[config.mk]
export PLATFORM = sky130hd
export DESIGN_NAME = mealy_table_sequencer
export DESIGN_NICKNAME = d
export VERILOG_FILES = /design/src/rtl/mealy_seq_pkg.sv /design/src/rtl/mealy_trans_table.sv /design/src/rtl/mealy_table_sequencer.sv
export SDC_FILE = /design/constraint.sdc
export NUM_CORES = 1
export LEC_CHECK = 0
export BUFFER_PORTS_ARGS = -buffer_cell sky130_fd_sc_hd__buf_2
export CAP_MARGIN = 5
export CORE_MARGIN = 5
export CORE_UTILIZATION = 38
export DETAILED_ROUTE_END_ITERATION = 12
export PLACE_DENSITY = 0.67
export RECOVER_POWER = 50
export SLEW_MARGIN = 20
export SYNTH_ARGS = -nofsm -noshare
export SYNTH_HDL_FRONTEND = slang
export SYNTH_SLANG_ARGS = --single-unit
[constraint.sdc]
create_clock -name clk -period 6.63 [get_ports clk]
set_input_delay 0.3315 -clock clk [delete_from_list [all_inputs] [get_ports clk]]
set_output_delay 0.3315 -clock clk [all_outputs]
set_load 0.01 [all_outputs]
[src/rtl/mealy_seq_pkg.sv]
// Shared types for the table-driven Mealy sequencer.
// Optional HALT behaviour is selected by SEQ_STOP_ON_ERR_EN.
package mealy_seq_pkg;

  localparam int NUM_STATES = 3;
  localparam int NUM_INPUTS = 3;
  localparam int OUT_W      = 4;
  localparam int CNT_W      = 8;

  typedef enum logic [1:0] {
    ZERO = 2'd0,
    ONE  = 2'd1,
    TWO  = 2'd2
  } fsm_state_t;

  typedef enum logic [1:0] {
    IDLE = 2'd0,
    RUN  = 2'd1,
    HALT = 2'd2
  } ctrl_state_t;

  typedef struct packed {
    logic [1:0]       ns;
    logic [OUT_W-1:0] out;
  } tbl_entry_t;

endpackage

[src/rtl/mealy_trans_table.sv]
// 3x3 transition/output table: sync write, comb read, reset clear.
// Out-of-range reads return an all-zero entry.
module mealy_trans_table
  import mealy_seq_pkg::*;
(
  input  logic       clk,
  input  logic       reset,
  input  logic       we,
  input  logic [1:0] wr_state,
  input  logic [1:0] wr_in,
  input  tbl_entry_t wr_data,
  input  logic [1:0] rd_state,
  input  logic [1:0] rd_in,
  output tbl_entry_t rd_data
);

  localparam logic [1:0] ST_LIM = 2'(NUM_STATES);
  localparam logic [1:0] IN_LIM = 2'(NUM_INPUTS);

  tbl_entry_t mem [NUM_STATES][NUM_INPUTS];

  always_ff @(posedge clk) begin
    if (reset) begin
      for (int s = 0; s < NUM_STATES; s++)
        for (int i = 0; i < NUM_INPUTS; i++)
          mem[s][i] <= '0;
    end else if (we && wr_state < ST_LIM && wr_in < IN_LIM) begin
      mem[wr_state][wr_in] <= wr_data;
    end
  end

  always_comb begin
    rd_data = '0;
    if (rd_state < ST_LIM && rd_in < IN_LIM)
      rd_data = mem[rd_state][rd_in];
  end

endmodule

[src/rtl/mealy_table_sequencer.sv]
// Steps a table-programmed 3-state Mealy FSM over a stimulus stream.
// Define SEQ_STOP_ON_ERR_EN to halt on the first output mismatch.
module mealy_table_sequencer
  import mealy_seq_pkg::*;
(
  input  logic             clk,
  input  logic             reset,
  input  logic             cfg_we,
  input  logic [1:0]       cfg_state,
  input  logic [1:0]       cfg_in,
  input  logic [1:0]       cfg_ns,
  input  logic [OUT_W-1:0] cfg_out,
  output logic             cfg_err,
  input  logic             start,
  input  logic             step_valid,
  output logic             step_ready,
  input  logic [1:0]       step_in,
  input  logic [OUT_W-1:0] step_exp,
  input  logic             step_last,
  output logic [1:0]       cur_state,
  output logic [OUT_W-1:0] out,
  output logic             out_valid,
  output logic             mismatch,
  output logic [CNT_W-1:0] err_count,
  output logic             busy,
  output logic             done
);

  localparam logic [1:0] ST_LIM = 2'(NUM_STATES);
  localparam logic [1:0] IN_LIM = 2'(NUM_INPUTS);

  ctrl_state_t ctrl, ctrl_nxt;
  fsm_state_t  fsm;
  tbl_entry_t  entry;
  tbl_entry_t  wr_entry;

  logic cfg_ok, tbl_we, cfg_bad;
  logic start_go, accept, bad_in, miss;
  logic [OUT_W-1:0] step_out;
  logic [1:0]       step_ns;

  assign cfg_ok = cfg_state < ST_LIM && cfg_in < IN_LIM
               && cfg_ns < ST_LIM;
  assign tbl_we   = cfg_we && ctrl == IDLE && cfg_ok;
  assign cfg_bad  = cfg_we && !(ctrl == IDLE && cfg_ok);
  assign start_go = start && ctrl == IDLE;
  assign accept   = step_valid && step_ready;
  assign wr_entry = '{ns: cfg_ns, out: cfg_out};

  mealy_trans_table u_table (
    .clk      (clk),
    .reset    (reset),
    .we       (tbl_we),
    .wr_state (cfg_state),
    .wr_in    (cfg_in),
    .wr_data  (wr_entry),
    .rd_state (fsm),
    .rd_in    (step_in),
    .rd_data  (entry)
  );

  // Illegal inputs force the machine home and always count as errors.
  assign bad_in   = step_in >= IN_LIM;
  assign step_out = bad_in ? '0 : entry.out;
  assign step_ns  = bad_in ? 2'd0 : entry.ns;
  assign miss     = bad_in || (entry.out != step_exp);

  assign step_ready = ctrl == RUN;
  assign busy       = ctrl != IDLE;
  assign cur_state  = fsm;

  always_ff @(posedge clk) begin
    if (reset) ctrl <= IDLE;
    else       ctrl <= ctrl_nxt;
  end

  always_comb begin
    ctrl_nxt = ctrl;
    unique case (ctrl)
      IDLE: if (start) ctrl_nxt = RUN;
      RUN: begin
`ifdef SEQ_STOP_ON_ERR_EN
        if (accept && miss)
          ctrl_nxt = HALT;
        else if (accept && step_last)
          ctrl_nxt = IDLE;
`else
        if (accept && step_last)
          ctrl_nxt = IDLE;
`endif
      end
`ifdef SEQ_STOP_ON_ERR_EN
      HALT: if (start) ctrl_nxt = IDLE;
`endif
      default: ctrl_nxt = IDLE;
    endcase
  end

  always_ff @(posedge clk) begin
    if (reset) begin
      fsm       <= ZERO;
      out       <= '0;
      out_valid <= 1'b0;
      mismatch  <= 1'b0;
      err_count <= '0;
      done      <= 1'b0;
    end else begin
      out_valid <= accept;
      mismatch  <= accept && miss;
`ifdef SEQ_STOP_ON_ERR_EN
      done      <= accept && (step_last || miss);
`else
      done      <= accept && step_last;
`endif
      if (start_go) begin
        fsm       <= ZERO;
        err_count <= '0;
      end else if (accept) begin
        fsm <= fsm_state_t'(step_ns);
        out <= step_out;
        if (miss && err_count != '1)
          err_count <= err_count + 1'b1;
      end
    end
  end

  // A bad write in the same cycle as start still leaves the flag set.
  always_ff @(posedge clk) begin
    if (reset)        cfg_err <= 1'b0;
    else if (cfg_bad) cfg_err <= 1'b1;
    else if (start_go) cfg_err <= 1'b0;
  end

endmodule

* Word-level counts from Yosys, hierarchy flattened
Memories as Yosys holds them, arrays and structs flattened. A register that Yosys moved wholly into a read port is not among the register bits. Index checks and enable logic that the tools add are counted.
Operators by class: add/sub/neg operators 1, order comparisons 9, equal/unequal tests 5, multiplexer cells 23, bitwise gates (word level) 3, reduce and logical (&&, ||, !) cells 25
Operator list (number):
- 18-bit two-way mux | 3
- 6-bit two-way mux | 4
- 18-bit OR reduction | 1
- 1-bit logical AND | 15
- 6-bit binary-select mux with 2-bit select | 1
- 6-bit demux with 2-bit select | 1
- 2-bit two-way mux | 6
- 2-bit < comparator (second input constant) | 5
- 8-bit by 1-bit adder with 8-bit output (second input constant) | 1
- 8-bit inequality test (second input constant) | 1
- 3-bit >= comparator (second input constant) | 2
- 1-bit two-way mux | 6
- 2-bit inverter with 3-bit output | 2
- 2-bit AND reduction | 3
- 4-bit two-way mux | 1
- 4-bit inequality test | 1
- 2-bit one-hot mux with 2 select lines | 1
- 2-bit nonzero test | 2
- 3-bit by 1-bit < comparator with 1-bit output (second input constant) | 1
- 2-bit by 1-bit == test with 1-bit output (second input constant) | 1
- 2-bit >= comparator (second input constant) | 1
- 2-bit zero test | 1
- 2-bit by 1-bit inequality test with 1-bit output (second input constant) | 1
- 2-bit inequality test (second input constant) | 1
- other kinds (4) | 4
Storage, ports and cells: bits in registers 20, memory bits (writable) 54, input bits 22, memories kept 1
Memory list:
- u_table.mem | depth 3, width 18, read ports 1, clocked after memory_dff 1, write ports 3, line mealy_trans_table.sv:20 | tbl_entry_t mem [NUM_STATES][NUM_INPUTS];

* Depth between registers and ports, before layout
Gate-level depths: netlist (run 1).
depth after elaboration 11, depth in mapped cells 10, mapped depth without buffers 7

* By module
Synthesis (run 1) repeated with hierarchy kept, for this count alone.
Unflattened totals: cells, all modules 312, area total of the unflattened synthesis 3408.3 µm²
Modules (own cells, without submodules):
- mealy_trans_table | times used 1, cells each 214, area an instance 2514.9 µm²
- mealy_table_sequencer | times used 1, cells each 98, area an instance 893.4 µm²

* Worst setup path before layout (run 1)
OpenSTA, ideal clock, no wires.
kind reg2reg, from reg with a tool-made name, to reg err_count[6], setup time 79 ps, arrival time 2330 ps, required time 6551 ps, slack 4220 ps, cell stages (with the launch flop) 10, cell sequence dfxtp_1 > buf_6 > mux4_2 > mux2i_4 > mux2i_1 > a31oi_2 > a2111oi_4 > buf_6 > nor4_2 > a211oi_2
RTL lines:
- end signal: assignment | line mealy_table_sequencer.sv:122 | err_count <= err_count + 1'b1;
- end: declaration | line mealy_table_sequencer.sv:24 | output logic [CNT_W-1:0] err_count,

==> impl_metrics.ini, run 1 <==
[run_status]
status = completed

[clocking]
hold_buffers = 0
numCtsBuffers = 9
cts.sinks = 93
cts_root_buf = clkbuf_8
post-cts-setup-buffers = 0
insertion_delay_ps = 360
htreeDepth = 3
cts_tree = built
cts.clk_slew.worst_paths_ps = 100
clockBufferDepth = 2
cts_resized = 0

[final_layout]
area.sequential_sq_um = 2580
diodes = 0
fill_cells = 1030
drive_gt1_share_pct = 16.2
multi_input_area_sq_um = 1530
final_cells = 517
nets = 395
area_growth_pct = 13.2
final_core_util_pct = 43.7

[timing]
clock_skew_ps = 19.1
setup_viol = 0
tightestPinTransition_ps = 972
fin_ws_ps = 3230
slew_headroom_pct = 35.1
final_hold_viol_count = 0
fin_crit_ps = 3400
rsz0062_at_grt = no
fin_crit_sh_pct = 51.2
drv_slew = 0
worst_hold_slack_ps = 211
max_freq_ghz = 0.294
setup_tns_ps = 0

[grt]
grt_pass1_wl_um = 14600
grt-ovfl-total = 0
grt_pass1_vias = 2664
track_usage_pct = 14.7
grt_max_degree = 22
antenna_found_initial = 0

[placed_design]
hpwlAfterDp_um = 6780
post-place-ws_ps = 3220
dp.cells = 501
numPortBuffers = 41
gp_congestion = 0.839

[logic_synthesis]
ys.flop_type = edfxtp_1
ys_async_sr_fraction_pct = 0
syn_inst = 317
synth_top_area_share_pct = 51.6
ys_seq_area_share_pct = 61.6
syn_area_sq_um = 4190
avgSynthCellArea_sq_um = 13.2
yosysWarnings = 0
synth_edf_count = 72
synth_top_cell_by_area = edfxtp_1
yosys_register_bits = 93
synth_cell_type_count = 52
synthTopCellsByArea = edfxtp_1 (52%), dfxtp_1 (10%), mux4_2 (8.1%)

[worst_setup_path]
critPathCaptureType = flip-flop
r2r_cells = 7
cp.required_ps = 6930
cp-start-kind = flip-flop
critPathArrivalTime_ps = 3700
r2r-end = err_count[2]
crit_fanout = 16
worst-setup-path-type = reg -> reg
r2r_setup_slack_ps = 3230

[die]
initial_utilization_pct = 38.6
rows = 38
fp.coreArea_sq_um = 10800
die_area_sq_um = 13200
fp.dieH_um = 115
dieWidth_um = 115
io-pin-count = 42

[power_and_ir_drop]
leakagePower_nw = 1.71
peakVddDrop_mv = 0.124
power_density_nw_per_um2 = 241

[routing]
wirelength_um = 9170
viasPerCell = 5.22
drtIter0Drc = 230
via_count = 2698
drcViolationCount = 0
wl_per_cell_um = 17.7
first_pass_iters = 4
ant_nets = 0

[worst_hold_path]
hp-start = step_last
holdPathStages = 2
holdCritPathClass = in -> reg
worstHoldEndpoint = ctrl[0]

[job]
max-cap-violations = 0
==> final cells by class <==
class                      count  share of cell area, %
multi-input combinational    212                   32.2
inverter                      13                   1.03
sequential                    93                   54.5
tap                          140                   3.69
clock inverter                 3                  0.422
timing repair buffer          43                   3.96
clock buffer                  13                   4.25
==> through the flow <==
step / total power [mW] / cell area [sq um]
6_report: 1.14 / 4740
4_1_cts: 1.15 / 4770
5_1_grt: 1.19 / 4740
2_1_floorplan: 0.726 / 4250
3_5_place_dp: 0.759 / 4550
3_3_place_gp: 0.756 / 4550
==> placed cells by master, fill, tap and decap left out, types with 4 or more instances in the layout <==
cell | Yosys | final
nor2_1 | 36 | 36
nand3_1 | 8 | 8
o21ai_0 | 12 | 12
or3_1 | 6 | 6
edfxtp_1 | 72 | 72
nand2_1 | 24 | 24
a22oi_1 | 9 | 9
and2_0 | 0 | 4
buf_2 | 5 | 21
inv_1 | 13 | 13
dfxtp_1 | 21 | 21
and3_1 | 10 | 10
mux2i_1 | 7 | 7
conb_1 | 1 | 18
clkbuf_1 | 4 | 22
clkbuf_8 | 0 | 11
mux4_2 | 15 | 15
a21oi_1 | 11 | 11
and2_1 | 13 | 9
==> flip-flops by register name, indices dropped and copies added (netlist names), named ones only <==
signal       cells
mismatch         1
u_table.mem     72
done             1
cur_state        2
cfg_err          1
out_valid        1
ctrl             1
out              4
err_count        8
==> per-layer routing <==
metal  routed length [um]  share of wire (%)  track usage (%)  vias to the layer above
li1                     -                  -                -                     1292
met1                 4030                 44             19.8                     1320
met2                 4490                 49             23.6                       80
met3                  562                6.1             3.68                        6
met4                   85               0.93             4.23                        0
met5                    0                  0                0                        -
==> cells in the mapped netlist, drive strengths merged (3+ instances only) <==
cell	count
a22oi	9
nand2	24
and3	10
or3	6
nor2	36
a21oi	11
inv	13
edfxtp	72
and2	13
o21ai	13
a31oi	3
buf	12
clkbuf	4
mux2i	8
nand3	8
mux4	17
dfxtp	21
==> cell families (layout without fill, tap and decap cells) <==
family	after synthesis	count (layout)	synth area share, %
flip-flops	93	93	61.6
other	1	18	0.0895
multiplexers	27	27	12.1
adder cells (fa/ha/maj)	1	1	0.299
AO/OA/AOI/OAI	53	53	9.02
buffers and inverters	29	72	3.46
AND/OR/NAND/NOR	113	113	13.4
==> worst max-delay path by stage <==
stage,start,endpoint,slack (ps),cells after the start
after CTS,flip-flop,err_count[2],3190,7
after detailed placement,flip-flop,err_count[2],3220,7
after floorplan,flip-flop,err_count[6],4220,9
after global placement,flip-flop,err_count[6],3350,7
after global routing,ctrl[0],u_table.mem[0][6],2890,7
final,flip-flop,err_count[2],3230,7
==> power breakdown <==
group	total, mW	leakage [nW]	switching (mW)	internal [mW]
Clock	0.399	0.117	0.195	0.204
Combinational	0.0817	0.693	0.0513	0.0304
Sequential	0.662	0.901	0.0121	0.650
==> worst max-delay path, cell delays in order, from the launching register on <==
cell,delay (ps)
dfxtp_1,950
mux4_2,640
a31o_1,240
a21oi_1,140
nand4b_1,170
a2111oi_4,780
o21ai_0,230
a21oi_1,170
(Power assumes the default switching activity.)
==> run 2: changes to the inputs <==
==> constraint.sdc (replaced) <==
create_clock -name clk -period 3.3 [get_ports clk]
set_input_delay 0.165 -clock clk [delete_from_list [all_inputs] [get_ports clk]]
set_output_delay 0.165 -clock clk [all_outputs]
set_load 0.01 [all_outputs]
==> impl_metrics.ini, run 2 (synthesized netlist as in run 1, its figures left out) <==
[run_status]
status = completed

[timing]
setup_tns_ps = 0
final_hold_viol_count = 0
fin_ws_ps = 444
fin_crit_sh_pct = 86.6
tightestPinTransition_ps = 702
drv_slew = 0
fin_crit_ps = 2860
setup_viol = 0
max_freq_ghz = 0.350
slew_headroom_pct = 53.0
rsz0062_at_grt = no
clock_skew_ps = 15.9

[routing]
drtIter0Drc = 211
ant_nets = 0
wl_per_cell_um = 17.9
via_count = 2761
drcViolationCount = 0
first_pass_iters = 4
wirelength_um = 9350
viasPerCell = 5.29

[job]
max-cap-violations = 0

[die]
io-pin-count = 42
rows = 38
dieWidth_um = 115
die_area_sq_um = 13200
fp.dieH_um = 115
initial_utilization_pct = 38.6
fp.coreArea_sq_um = 10800

[worst_setup_path]
worst-setup-path-type = reg -> reg
path_cells = buf_4 > mux4_2 > mux2i_4 > mux2i_1 > a31oi_2 > a2111oi_4 > buf_4 > o21ai_0 > a21oi_1
critPathArrivalTime_ps = 3140
cp-start-kind = flip-flop
r2r_cells = 9
crit_fanout = 13
cpPeakStageDelay_ps = 580
endpoint = err_count[5]
r2r_setup_slack_ps = 440
r2r-end = err_count[5]
critPathCaptureType = flip-flop
cp.required_ps = 3580
cpMostUsedCell = buf_4
critical_path.slowest_cell = a2111oi_4

[grt]
grt_pass1_wl_um = 15000
grt-ovfl-total = 0
antenna_found_initial = 0
grt_max_degree = 22
grt_pass1_vias = 2813
track_usage_pct = 14.9

[placed_design]
numPortBuffers = 41
placed_area_sq_um = 4590
gp_congestion = 0.829
hpwlAfterDp_um = 6680
post-place-ws_ps = 482

[clocking]
insertion_delay_ps = 350
cts_resized = 0
cts.clk_slew.worst_paths_ps = 100
cts_tree = built
htreeDepth = 3
post-cts-setup-buffers = 0
numCtsBuffers = 9
hold_buffers = 0
cts_root_buf = clkbuf_8
clockBufferDepth = 2
cts.sinks = 93

[final_layout]
diodes = 0
drive_gt1_share_pct = 17.0
final_cell_mix = edfxtp_1 (72), nor2_1 (36), nand2_1 (24), clkbuf_1 (23)
nets = 400
fill_cells = 1008
mostFrequentLayoutCell = edfxtp_1
regMostFlops = u_table.mem
finalInstanceArea_sq_um = 4770
area_growth_pct = 13.9
largest_register_ffs = 72
reg_top3 = u_table.mem (72), err_count (8), out (4)

[power_and_ir_drop]
peakVddDrop_mv = 0.269
power_density_nw_per_um2 = 478
power_mw = 2.28
leakagePower_nw = 1.73

[worst_hold_path]
holdCritPathClass = in -> reg
## run 2: report_power, final
group | leakage, nW | internal, mW | switching (mW)
Clock | 0.111 | 0.391 | 0.394
Combinational | 0.717 | 0.0627 | 0.109
Sequential | 0.901 | 1.31 | 0.0185
Total | 1.73 | 1.76 | 0.521
## run 2: how the worst min path moves through the flow
stage | start | end | slack, ps | cells past startpoint
2_1_floorplan | step_valid | ctrl[0] | 280 | 1
3_3_place_gp | step_last | done | 420 | 2
3_5_place_dp | step_last | done | 420 | 2
4_1_cts | step_last | done | 40 | 2
5_1_grt | step_last | done | 30 | 2
6_report | step_last | done | 50 | 2
## run 2: through the flow
stage | utilization, % | hold slack, ps | std cells
2_1_floorplan | - | 280 | 334
3_3_place_gp | 42.3 | 419 | 506
3_5_place_dp | 42.3 | 416 | 506
4_1_cts | 44.3 | 38.4 | 522
5_1_grt | 44.0 | 25.7 | 522
6_report | 44.0 | 50.1 | 522
## run 2: area by class of cell
cell class,instances,area [sq um],share of cell area (%)
Sequential cell,93,2580,54.1
Multi-Input combinational cell,212,1530,32.0
Timing Repair Buffer,48,225,4.72
Clock buffer,13,191,4.01
Tap cell,140,175,3.67
Inverter,13,48.8,1.02
Clock inverter,3,21.3,0.446
## run 2: layer usage
layer  share of wire [%]  track usage (%)  wire [um]  up-vias
li1                    -                -          -     1299
met1                  44             20.3       4070     1358
met2                  49             24.2       4620      100
met3                 6.5             4.00        612        4
met4                0.49             3.13         46        0
met5                   0                0          0        -
## run 2: worst max-delay path: cells and delay by family, from the launching register on
family | cells | cell delay, ps
DFF | 1 | 350
buffers and inverters | 2 | 500
muxes | 3 | 970
AOI/OAI and AO/OA | 4 | 950
==> run 3: changes to the inputs <==
--- a/config.mk
+++ b/config.mk
@@ -5,6 +5,7 @@
 export SDC_FILE = /design/constraint.sdc
 export NUM_CORES = 1
 export LEC_CHECK = 0
+export ABC_CLOCK_PERIOD_IN_PS = 2770
 export BUFFER_PORTS_ARGS = -buffer_cell sky130_fd_sc_hd__buf_2
 export CAP_MARGIN = 5
 export CORE_MARGIN = 5
==> constraint.sdc (replaced) <==
create_clock -name clk -period 2.77 [get_ports clk]
set_input_delay 0.1385 -clock clk [delete_from_list [all_inputs] [get_ports clk]]
set_output_delay 0.1385 -clock clk [all_outputs]
set_load 0.01 [all_outputs]
==> impl_metrics.ini, run 3 (synthesized netlist as in run 1, its figures left out) <==
[routing]
viasPerCell = 5.31
wirelength_um = 9610
ant_nets = 0
via_count = 2792
first_pass_iters = 4
drcViolationCount = 0
drtIter0Drc = 256
wl_per_cell_um = 18.3

[timing]
fin_crit_sh_pct = 91.9
worst_hold_slack_ps = 9.88
final_hold_viol_count = 0
fin_crit_ps = 2550
slew_headroom_pct = 54.4
max_freq_ghz = 0.393
rsz0062_at_grt = no
setup_tns_ps = 0
setup_viol = 0
drv_slew = 0
fin_ws_ps = 223
tightestPinTransition_ps = 681
clock_skew_ps = 10.1

[final_layout]
reg_top3 = u_table.mem (72), err_count (8), out (4)
drive_gt1_share_pct = 17.9
nets = 404
regMostFlops = u_table.mem
mostFrequentLayoutCell = edfxtp_1
finalInstanceArea_sq_um = 4820
final_cell_mix = edfxtp_1 (72), nor2_1 (36), nand2_1 (24), clkbuf_1 (24), buf_2 (21)
diodes = 0
area_growth_pct = 15.1
largest_register_ffs = 72
fill_cells = 986

[placed_design]
post-place-ws_ps = 112
gp_congestion = 0.820
hpwlAfterDp_um = 6970
numPortBuffers = 41
placed_area_sq_um = 4620

[clocking]
numCtsBuffers = 9
cts_tree = built
clockBufferDepth = 2
post-cts-setup-buffers = 0
insertion_delay_ps = 370
hold_buffers = 0
cts.clk_slew.worst_paths_ps = 90
cts.sinks = 93
htreeDepth = 3
cts_root_buf = clkbuf_8

[die]
fp.coreArea_sq_um = 10800
fp.dieH_um = 115
die_area_sq_um = 13200
rows = 38
io-pin-count = 42
dieWidth_um = 115
initial_utilization_pct = 38.6

[worst_setup_path]
cp.required_ps = 3070
crit_buf_inv = 1
worst-setup-path-type = reg -> reg
critical_path.slowest_cell = mux4_2
critPathArrivalTime_ps = 2840
worst-path-stages = 8
cpPeakStageDelay_ps = 550
path_cells = mux4_2 > mux2i_4 > mux2i_1 > a31oi_2 > a2111oi_4 > buf_4 > nor4_2 > a211oi_2
r2r_cells = 8
cp-start-kind = flip-flop
crit_fanout = 9
critPathCaptureType = flip-flop
critPathTopFamily = multiplexers

[power_and_ir_drop]
pwr-share-seq_pct = 55.1
leakagePower_nw = 1.76
intPower_mw = 2.23
power_frac_comb_pct = 7.2
switching_share_pct = 22.1
power.share.clock_pct = 37.7
switchingPower_mw = 0.633
power_density_nw_per_um2 = 594
peakVddDrop_mv = 0.323

[worst_hold_path]
holdCritPathClass = in -> reg
holdPathStages = 2

[grt]
grt_pass1_wl_um = 15200
grt-ovfl-total = 0
grt_pass1_vias = 2747
track_usage_pct = 15.3
antenna_found_initial = 0
grt_max_degree = 22

[job]
max-cap-violations = 0

[run_status]
status = completed
run 3: power groups by stage:
stage	logic [mW]	registers (mW)	clock network, mW
after global placement	0.205	1.61	0
final	0.207	1.58	1.08
after global routing	0.226	1.58	1.16
after CTS	0.210	1.58	1.09
after floorplan	0.136	1.60	0
after detailed placement	0.209	1.61	0
run 3: worst register-to-register path: stages (launching register included):
cell and delay, ps:
dfxtp_2 440, mux4_2 560, mux2i_4 170, mux2i_1 260
a31oi_2 140, a2111oi_4 420, buf_4 230, nor4_2 60
a211oi_2 210
run 3: final cells by class:
type                    count  area, sq um  area share, %
repair buffers             52          251           5.21
flip-flops and latches     93         2580           53.6
well taps                 140          175           3.63
clock inverters             6          110           2.28
clock buffers              10          128           2.65
multi-input cells         212         1530           31.6
inverters                  13         48.8           1.01
run 3: path summary, 6_finish.rpt:
check / startpoint / end / slack (ps)
max reg2reg: flip-flop / err_count[6] / 220
min reg2reg: cfg_err / cfg_err / 480
max: flip-flop / err_count[6] / 220
min: step_last / done / 10
run 3: per-stage QoR:
stage	util (%)	power, mW	std cells
4_1_cts	44.8	2.88	526
3_3_place_gp	42.6	1.81	510
3_5_place_dp	42.6	1.82	510
5_1_grt	44.5	2.97	526
2_1_floorplan	-	1.74	334
6_report	44.5	2.87	526
run 3: per-layer routing:
metal	track usage (%)	vias to the layer above	part of all wire, %
li1	-	1304	-
met1	20.1	1390	44
met2	24.5	84	49
met3	4.42	14	5.1
met4	4.85	0	1.3
met5	0	-	0
run 3: what timing repair did:
| action | 4_1_cts | 5_1_grt |
|---|---|---|
| endpoints found under the hold margin | 0 | 0 |
| endpoints found under the setup margin | 0 | 8 |
| gates resized for setup | 0 | 2 |
